### config.mk
export PLATFORM = sky130hd
export DESIGN_NAME = jtag_bus_bridge
export DESIGN_NICKNAME = d
export VERILOG_FILES = /design/src/rtl/jtag_bus_bridge.sv
export SDC_FILE = /design/constraint.sdc
export NUM_CORES = 1
export LEC_CHECK = 0
export ABC_AREA = 1
export CAP_MARGIN = 20
export CORE_UTILIZATION = 51
export CTS_BUF_LIST = sky130_fd_sc_hd__clkbuf_8
export DETAILED_ROUTE_END_ITERATION = 16
export PLACE_DENSITY = 0.87
export SLEW_MARGIN = 25
export SYNTH_ARGS = -nofsm -noshare
export SYNTH_HDL_FRONTEND = slang
export SYNTH_SLANG_ARGS = --single-unit
### constraint.sdc
create_clock -name tck -period 1.9 [get_ports tck]
set_clock_uncertainty 0.05 [all_clocks]
set_input_delay 0.38 -clock tck [delete_from_list [all_inputs] [get_ports tck]]
set_output_delay 0.38 -clock tck [all_outputs]
set_load 0.005 [all_outputs]
### src/rtl/jtag_bus_bridge.sv
// rtl/jtag_bus_bridge.sv - virtual-JTAG to req/ack register bus bridge
// One shared DR shift register carries address, write data, read data and status.
module jtag_bus_bridge #(
  parameter int          ADDR_W        = 8,
  parameter int          DATA_W        = 8,
  parameter int          TIMEOUT       = 255,
  parameter int          AUTO_INC      = 1,
  parameter logic [7:0]  JTAG_SET_ADDR = 8'h10,
  parameter logic [7:0]  JTAG_WRITE    = 8'h11,
  parameter logic [7:0]  JTAG_READ     = 8'h12,
  parameter logic [7:0]  JTAG_STATUS   = 8'h13
) (
  input  logic              tck,
  input  logic              reset_n,
  input  logic [7:0]        ir_in,
  input  logic              tdi,
  input  logic              vs_cdr,
  input  logic              vs_sdr,
  input  logic              vs_udr,
  output logic              tdo,
  output logic [7:0]        ir_out,
  output logic              bus_req,
  output logic              bus_we,
  output logic [ADDR_W-1:0] bus_addr,
  output logic [DATA_W-1:0] bus_wdata,
  input  logic [DATA_W-1:0] bus_rdata,
  input  logic              bus_ack
);

  localparam int CNT_W = $clog2(TIMEOUT + 1);

  typedef enum logic {S_IDLE, S_REQ} state_t;

  state_t              r_state;
  state_t              w_state_nxt;
  logic [DATA_W-1:0]   r_sr;
  logic [ADDR_W-1:0]   r_addr;
  logic [DATA_W-1:0]   r_wdata;
  logic [DATA_W-1:0]   r_rdata;
  logic [CNT_W-1:0]    r_cnt;
  logic                r_we;
  logic                r_timeout_err;
  logic                r_overrun_err;

  logic                w_is_set;
  logic                w_is_write;
  logic                w_is_read;
  logic                w_is_status;
  logic                w_known;
  logic                w_busy;
  logic                w_start;
  logic                w_success;
  logic                w_abort;
  logic                w_overrun;
  logic [DATA_W-1:0]   w_status;

  assign w_is_set    = (ir_in == JTAG_SET_ADDR);
  assign w_is_write  = (ir_in == JTAG_WRITE);
  assign w_is_read   = (ir_in == JTAG_READ);
  assign w_is_status = (ir_in == JTAG_STATUS);
  assign w_known     = w_is_set | w_is_write | w_is_read | w_is_status;
  assign w_busy      = (r_state == S_REQ);
  assign w_status    = {{(DATA_W-3){1'b0}}, r_timeout_err, r_overrun_err, w_busy};

  assign tdo       = (w_is_read | w_is_status) ? r_sr[0] : 1'b0;
  assign ir_out    = {5'b0, r_timeout_err, r_overrun_err, w_busy};
  assign bus_req   = w_busy;
  assign bus_we    = r_we;
  assign bus_addr  = r_addr;
  assign bus_wdata = r_wdata;

  // Timeout fires on the TIMEOUT-th request cycle unless that same cycle carries an ack.
  always_comb begin
    w_state_nxt = r_state;
    w_start     = 1'b0;
    w_success   = 1'b0;
    w_abort     = 1'b0;
    w_overrun   = 1'b0;
    case (r_state)
      S_IDLE: begin
        if (vs_udr && (w_is_write || w_is_read)) begin
          w_start     = 1'b1;
          w_state_nxt = S_REQ;
        end
      end
      S_REQ: begin
        if (bus_ack) begin
          w_success   = 1'b1;
          w_state_nxt = S_IDLE;
        end else if (r_cnt == CNT_W'(TIMEOUT - 1)) begin
          w_abort     = 1'b1;
          w_state_nxt = S_IDLE;
        end
        if (vs_udr && (w_is_write || w_is_read || w_is_set)) begin
          w_overrun = 1'b1;
        end
      end
      default: w_state_nxt = S_IDLE;
    endcase
  end

  always_ff @(posedge tck or negedge reset_n) begin
    if (!reset_n) begin
      r_state <= S_IDLE;
    end else begin
      r_state <= w_state_nxt;
    end
  end

  always_ff @(posedge tck or negedge reset_n) begin
    if (!reset_n) begin
      r_sr          <= '0;
      r_addr        <= '0;
      r_wdata       <= '0;
      r_rdata       <= '0;
      r_cnt         <= '0;
      r_we          <= 1'b0;
      r_timeout_err <= 1'b0;
      r_overrun_err <= 1'b0;
    end else begin
      if (w_known) begin
        if (vs_cdr && w_is_read) begin
          r_sr <= r_rdata;
        end else if (vs_cdr && w_is_status) begin
          r_sr <= w_status;
        end else if (vs_sdr) begin
          r_sr <= {tdi, r_sr[DATA_W-1:1]};
        end
      end

      if (w_start) begin
        r_we  <= w_is_write;
        r_cnt <= '0;
        if (w_is_write) begin
          r_wdata <= r_sr;
        end
      end else if (w_busy && (w_state_nxt == S_REQ)) begin
        r_cnt <= r_cnt + CNT_W'(1);
      end

      if (w_is_set && vs_udr && !w_busy) begin
        r_addr <= r_sr[ADDR_W-1:0];
      end else if (w_success && (AUTO_INC != 0)) begin
        r_addr <= r_addr + ADDR_W'(1);
      end

      if (w_success && !r_we) begin
        r_rdata <= bus_rdata;
      end

      // A newly raised error beats a STATUS clear on the same edge.
      if (w_abort) begin
        r_timeout_err <= 1'b1;
      end else if (w_is_status && vs_udr) begin
        r_timeout_err <= 1'b0;
      end

      if (w_overrun) begin
        r_overrun_err <= 1'b1;
      end else if (w_is_status && vs_udr) begin
        r_overrun_err <= 1'b0;
      end
    end
  end

endmodule

Word-level counts from Yosys, hierarchy flattened
Index checks and enable logic that the tools add are counted.
{ "classes": {"eq_ne": 5, "div_mod_pow": 0, "n_addsub": 2, "order_cmp": 0, "bitwise": 5, "n_reduce_logical": 20, "multipliers": 0, "n_mux": 23, "shift": 0} }
{ "ops": {"columns": ["cell", "n"], "rows": [
  ["8-bit two-way mux", 7],
  ["8-bit by 5-bit equality test with 1-bit output, second input constant", 4],
  ["8-bit by 1-bit adder with 8-bit output, second input constant", 2],
  ["1-bit two-way mux", 15],
  ["1-bit logical AND", 9],
  ["8-bit equality test, second input constant", 1],
  ["2-bit nonzero test", 4],
  ["1-bit bitwise OR", 4],
  ["2-bit AND reduction", 2],
  ["3-bit nonzero test", 1],
  ["1-bit logical NOT", 2],
  ["1-bit logical OR", 2],
  ["1-bit case mux with 2 select lines", 1],
  ["1-bit inverter", 1]
]} }
{ "totals": {"reg_bits": 44, "latch_bits": 0, "memories": 0, "out_inout_bits": 27, "ram_bits": 0, "rom_bits": 0} }

Longest topological paths before layout
Gate-level depths: netlist (run 1).
{ "depth": {"word_depth": 8, "depth_mapped": 11, "ltp_nobuf": 11} }

Worst setup path before layout (run 1)
OpenSTA, ideal clock, no wires.
{ "synth_path": {"kind": "input-to-reg", "startpoint": "input ir_in[5]", "endpoint": "register r_wdata[7] (netlist: bus_wdata[7])", "slack_ns": 0.501, "arrival_ns": 1.231, "setup_time_ns": 0.118, "cell_stages": 9, "path_cell_list": "inv_1 > nand2_2 > nor2_8 > nand2_4 > inv_4 > nand3_4 > buf_6 > nand2_1 > o21ai_2"} }
{ "synth_via": {"elab_chain_len": 6, "elab_cells_between_ends": 7, "cone_classes": "eq/ne (2); mux (2); reduce/logical (3)"} }
{ "synth_rtl": {"columns": ["element", "line_no", "rtl"], "rows": [
  ["start: declaration", "15", "input logic [7:0] ir_in,"],
  ["8-bit by 5-bit equality test with 1-bit output (on tied branches)", "58, 59", null],
  ["1-bit logical OR", "81", "if (vs_udr && (w_is_write || w_is_read)) begin"],
  ["1-bit logical AND", "81", null],
  ["1-bit two-way mux", "81", null],
  ["1-bit two-way mux", "79", "case (r_state)"],
  ["2-bit AND reduction (no line) (*)", null, null],
  ["end signal: assignment", "135", "r_wdata <= r_sr;"],
  ["end: declaration", "38", "logic [DATA_W-1:0] r_wdata;"]
]} }
Mark *: on every way between the ends. The rest lies on a longest branch, timed or not.
A chain may end at the register's enable or synchronous reset.

Worst setup path after layout (run 1)
{ "layout_path": {"startpoint": "input ir_in[4]", "endpoint": "output tdo"} }
{ "layout_via": {"elab_chain_len": 3, "elab_cells_between_ends": 4, "cone_classes": "eq/ne (2); mux (1); bitwise (1)"} }
{ "layout_rtl": {"columns": ["element", "line_no", "rtl"], "rows": [
  ["8-bit by 5-bit equality test with 1-bit output (on tied branches)", "59, 60", null],
  ["1-bit bitwise OR (*)", "65", "assign tdo = (w_is_read | w_is_status) ? r_sr[0] : 1'b0;"],
  ["1-bit two-way mux (*)", "65", null],
  ["end: declaration", "20", "output logic tdo,"]
]} }
Marks and branches as above.

==> metrics, run 1 <==
status completed; placed insts 396; sequential share of the synthesized area 44.76%; Synth area leader dfrtp_1; Non-Filler Instances 404; Post-Synthesis Cells 294; Synth cell types 35; First-pass DRT Iterations 4; first-pass GRT wire length 8783 um; Worst Setup Start Kind input port; clk_lat worst skew 0.30 ns; Synth top area share 44.76%; CTS buffer count 5; num rows 24; ranking of synthesized cells by area dfrtp_1, nand2_1, nand3_1, inv_1, nor2_1; TritonCTS clock tree yes; CP endpoint kind primary output; mapped cell area 2460 sq um; Synth Area in Compound Gates 8.749%; Synth Flop Type dfrtp_1; most frequent cells in the layout nand2_1, dfrtp_1, nand3_1, clkdlybuf4s50_1, inv_1; largest family of logic cells by synthesized area simple AND/OR/NAND/NOR gates; number of routed nets with antenna violations 0; Leakage 1.553 nW; Filler cells 371; fraction of layout cells with a size suffix above 1 17.05%; Initial Util 54.61%; Hold Crit Class reg2reg; number of global-route vias before repair 1975; Avg WL per Cell 12.54 um; flops & latches, synth 44; Post-DP HPWL 3883 um; GP Congestion 0.8153; Final Max Tran Viols 0; commonest non-fill, non-tap cell in the layout nand2_1; Net count, final 378; peak supply drop 0.0004110 V; H-tree depth 2; Diodes inserted 0; TNS Setup 0 ns; Post-Route WL 5067 um; Fmax 565.8 MHz; die footprint 5105 sq um; final worst path period share 93.02%; Core Region 4504 sq um; Longest Clk Path Bufs 2; Worst Setup Path Type in2out; minimum clock period 1.767 ns; Synth Area in Simple Gates 32.15%; routed via count 2076; final setup fails 0; CTS Sinks 44; num ports 50; Final Core Density 68.53%; Remaining Overflow, GRT 0; vias per inst 5.139; initial antenna violation count 0; pwr dens 615.0 nW/um^2; Synth Area in XOR/XNOR 1.424%; die width 71.45 um; CP Max Fanout 2; mean post-synth cell area 8.367 sq um; Adder-Cell Fraction of Synth Area 1.526%; DRC violations left 0; area grow syn2layout 25.48%; Post-synth EDFFs 0; clock root cell clkbuf_8; MaxCap Viol Count 0; Final Hold Fails 0; Worst EP required 1.47 ns; gr usage total 22.06%; CTS clk-pin slew, worst paths 0.08 ns; Port Buffers 44; RSZ-0062 raised after global routing no; mux share of post-synthesis cell area 1.831%; CP arrival 1.34 ns; DRT iter0 DRCs 102; fraction of registers with async set/reset 100.0%; die height 71.45 um; largest net degree at the start of global routing 21; Yosys warning count 0
## registers in the layout (all words and copies together) (netlist names)
| register | count |
|---|---|
| bus_wdata | 8 |
| bus_addr | 8 |
| r_sr | 8 |
| bus_we | 1 |
| bus_req | 1 |
| r_cnt | 8 |
| r_rdata | 8 |
| r_timeout_err | 1 |
| r_overrun_err | 1 |
## cell type report
type	instances	area [sq um]	share of cell area (%)
Clock buffer	5	68.82	2.229
Clock inverter	2	12.51	0.4054
Inverter	36	138.9	4.499
Multi-Input combinational cell	206	1142	37.01
Sequential cell	44	1101	35.67
Tap cell	52	65.06	2.108
Timing Repair Buffer	59	558.0	18.08
## cell families (layout without fill, tap and decap cells)
kind of cell,after synthesis,after routing
compound gates,32,32
xor+xnor,4,4
fa+ha+maj,3,3
buf+inv,48,102
flops,44,44
mux,4,4
other cells,1,5
simple gates,158,158
## worst paths after layout
path,slack (ns),cells after the start,to,from
setup reg to reg,0.32,11,r_cnt[6]$_DFFE_PN0P_,r_cnt[0]$_DFFE_PN0P_
min in group asynchronous,0.50,2,r_overrun_err$_DFFE_PN0P_,reset_n
hold reg to reg,0.44,2,bus_wdata[7]$_DFFE_PN0P_,bus_wdata[7]$_DFFE_PN0P_
setup / recovery,0.13,6,tdo,ir_in[4]
hold / removal,0.44,2,bus_wdata[7]$_DFFE_PN0P_,bus_wdata[7]$_DFFE_PN0P_
max in group asynchronous,0.76,3,r_sr[3]$_DFFE_PN0P_,reset_n
## report_power, final
group,switching (mW),internal (mW),leakage (nW)
clock,0.313,0.249,0.0400
sequential,0.0520,1.00,0.566
combinational,0.140,0.143,0.947
total,0.505,1.39,1.55
## cell usage after synthesis, types with 2 or more instances
| library cell | n |
|---|---|
| inv_2 | 2 |
| o21ai_2 | 8 |
| buf_2 | 2 |
| ha_1 | 3 |
| o21ai_0 | 4 |
| nand2_1 | 66 |
| nand3_1 | 42 |
| nor2_4 | 3 |
| nor2_1 | 24 |
| xor2_1 | 4 |
| o21ai_1 | 5 |
| nand2_4 | 7 |
| nand3b_1 | 2 |
| buf_6 | 2 |
| dfrtp_1 | 44 |
| nor3_1 | 2 |
| a21oi_1 | 6 |
| nor2_2 | 2 |
| inv_1 | 32 |
| buf_4 | 8 |
| o211ai_1 | 5 |
| nand2_2 | 5 |
| mux2_2 | 4 |
## critical path, stage by stage
cell and delay (ns):
clkdlybuf4s50_1 0.47, nand2_2 0.09, nor2_8 0.13, nand2_4 0.05, nor2_1 0.09, clkbuf_2 0.12
## per-layer routing
metal | share of wire [%] | GRT usage, %
met3 | 4.2 | 4.501
met1 | 45 | 28.18
met4 | 1.6 | 6.972
met2 | 49 | 37.88
met5 | 0 | 0
## what timing repair did
item                       4_1_cts  5_1_grt
gates resized for setup          1        2
hold endpoints to repair        18        0
setup endpoints to repair        1        1
setup buffers                    0        0
pin swaps                        0        0
hold buffers                     1        0
## through the flow
step / area [sq um] / power, mW / setup slack (ns) / hold slack, ns
finish: 3087 / 1.898 / 0.1325 / 0.4357
global route: 3087 / 1.999 / 0.06261 / 0.4645
CTS: 3090 / 1.917 / 0.007250 / 0.4365
detailed placement: 3000 / 1.355 / -0.2591 / 0.2971
global placement: 3000 / 1.340 / -0.2558 / 0.3030
floorplan: 2475 / 1.212 / 0.5009 / 0.03441
Note: power is estimated with default switching activity, not from simulation.
==> inputs of run 2 (changes only) <==
Settings changed: GPL_TIMING_DRIVEN from default to 1, TNS_END_PERCENT from default to 100.
==> results of run 2 <==
The final DEF is identical to that of run 1; final timing and power are the same.
==> inputs of run 3 (changes only) <==
Settings changed: CORE_ASPECT_RATIO from default to 0.6, CORE_UTILIZATION 51 to 48, PLACE_DENSITY 0.87 to 0.86.
Clock period 1.9 ns to 1.6 ns, I/O delays scaled along.
==> metrics, run 3 (synthesized netlist as in run 1, its figures left out) <==
Net Sw Frac 26.98% (+0.40 points); CP arrival 1.17 ns (-0.17 ns); clock root cell clkbuf_8; Leakage 1.796 nW (+16%); Avg WL per Cell 13.68 um (+9.1%); routed via count 2232 (+7.5%); slowest CP cell clkdlybuf4s50_1; First-pass DRT Iterations 4 (unchanged); placed insts 412 (+4.0%); clock power share 30.9% (+1.3 points); power consumption 2.381 mW (+25%); final worst path period share 96.50%; clk_lat worst skew 0.30 ns (about the same); crit path cell chain clkdlybuf4s50_1; peak supply drop 0.0005540 V (+35%); CP endpoint kind primary output; Flop pwr share 52.3% (-3.2 points); die height 57.45 um (-20%); Hold Crit Class reg2reg; Non-Filler Instances 438 (+8.4%); Gate power share 16.8% (+1.9 points); Longest Clk Path Bufs 2 (unchanged); vias per inst 5.096 (-0.83%); initial antenna violation count 0 (unchanged); number of global-route vias before repair 1876 (-5.0%); GP Congestion 0.8458 (+3.7%); Net Switching 642.6 uW (+27%); fraction of layout cells with a size suffix above 1 24.53% (+7.5 points); Diodes inserted 0 (unchanged); area grow syn2layout 40.49%; Fmax 647.6 MHz; CTS buffer count 5 (unchanged); die footprint 5424 sq um (+6.3%); Post-DP HPWL 4022 um (+3.6%); Final Max Tran Viols 0 (unchanged); Worst Setup Start Kind register; TritonCTS clock tree yes; commonest non-fill, non-tap cell in the layout nand2_1; Final Core Density 72.68% (+4.2 points); CP Max Fanout 2 (unchanged); Internal Power 1.739 mW (+25%); DRT iter0 DRCs 97 (-4.9%); most frequent cells in the layout nand2_1, dfrtp_1, nand3_1, clkdlybuf4s50_1, inv_1; FF-to-FF setup slack 0.13 ns (-0.19 ns); status completed; Buf/Inv on CP 1 (-1); num ports 50 (unchanged); num rows 19 (-21%); minimum clock period 1.544 ns; largest net degree at the start of global routing 45 (+110%); Port Buffers 44 (unchanged); first-pass GRT wire length 8935 um (+1.7%); number of routed nets with antenna violations 0 (unchanged); Core Region 4755 sq um (+5.6%); Final Hold Fails 0 (unchanged); TNS Setup 0 ns (unchanged); Worst EP required 1.23 ns (-0.24 ns); kind of cell adding the most delay to the critical path buffers and inverters; largest stage delay on the critical path 0.50 ns (+0.03 ns); CTS Sinks 44 (unchanged); DRC violations left 0 (unchanged); Worst Setup Path Type reg2out; Remaining Overflow, GRT 0 (unchanged); H-tree depth 2 (unchanged); gr usage total 21.61% (-0.45 points); pre-CTS worst setup slack -0.4036 ns (-0.1446 ns); CTS clk-pin slew, worst paths 0.08 ns (about the same); MaxCap Viol Count 0 (unchanged); die width 94.42 um (+32%); pwr dens 689.1 nW/um^2 (+12%); Initial Util 51.74% (-2.9 points); Post-Route WL 5992 um (+18%); final setup fails 0 (unchanged); final worst slack 0.05595 ns (-0.07657 ns); Net count, final 400 (+5.8%)
## run 3: changes by cell type in the layout (fill, tap and decap cells not counted), sizes merged
cell           delta
clkbuf            +2
nand2             +1
nand3             +1
buf              +18
dlymetal6s2s      +9
clkinv            +1
clkdlybuf4s50     -9
## run 3: per-stage QoR
| step | instance area [sq um] | hold slack, ns |
|---|---|---|
| after floorplan | 2475 | -0.02559 |
| after global placement | 3064 | 0.2638 |
| after detailed placement | 3064 | 0.2641 |
| after CTS | 3206 | 0.4415 |
| after global routing | 3456 | 0.4779 |
| final | 3456 | 0.4379 |
## run 3: layer usage
metal  GRT usage [%]  share of wire (%)
met1           33.68                 48
met4           4.615               0.45
met2           30.33                 45
met3           5.067                6.2
met5               0                  0
## run 3: power groups by stage
stage	clock network [mW]	registers [mW]	logic, mW
2_1_floorplan	0	1.26	0.180
3_3_place_gp	0	1.27	0.330
3_5_place_dp	0	1.28	0.341
4_1_cts	0.737	1.25	0.362
5_1_grt	0.787	1.25	0.449
6_report	0.736	1.24	0.401
## run 3: repair_timing
action | CTS | global route
endpoints found under the hold margin | 44 | 0
hold buffers | 1 | 0
pin swaps | 3 | 11
buffers inserted | 5 | 7
resized for setup | 8 | 26
setup endpoints to repair | 8 | 37
gates cloned | 0 | 5
## run 3: worst paths after layout
kind                                          start                  endpoint  cells past startpoint
max                        bus_wdata[2]$_DFFE_PN0P_              bus_wdata[2]                      1
min                        bus_wdata[7]$_DFFE_PN0P_  bus_wdata[7]$_DFFE_PN0P_                      2
max reg2reg                    r_cnt[0]$_DFFE_PN0P_      r_cnt[2]$_DFFE_PN0P_                     11
min reg2reg                bus_wdata[7]$_DFFE_PN0P_  bus_wdata[7]$_DFFE_PN0P_                      2
max in group asynchronous                   reset_n         bus_req$_DFF_PN0_                      3
min in group asynchronous                   reset_n  bus_wdata[4]$_DFFE_PN0P_                      3
## run 3: layout make-up
class / count / area, sq um
timing repair buffer: 78 / 810.8
tap: 63 / 78.83
sequential: 44 / 1105
fill: 334 / 1299
multi-input combinational: 208 / 1217
clock buffer: 6 / 82.58
timing repair inverter: 1 / 7.507
clock inverter: 2 / 10.01
inverter: 36 / 143.9
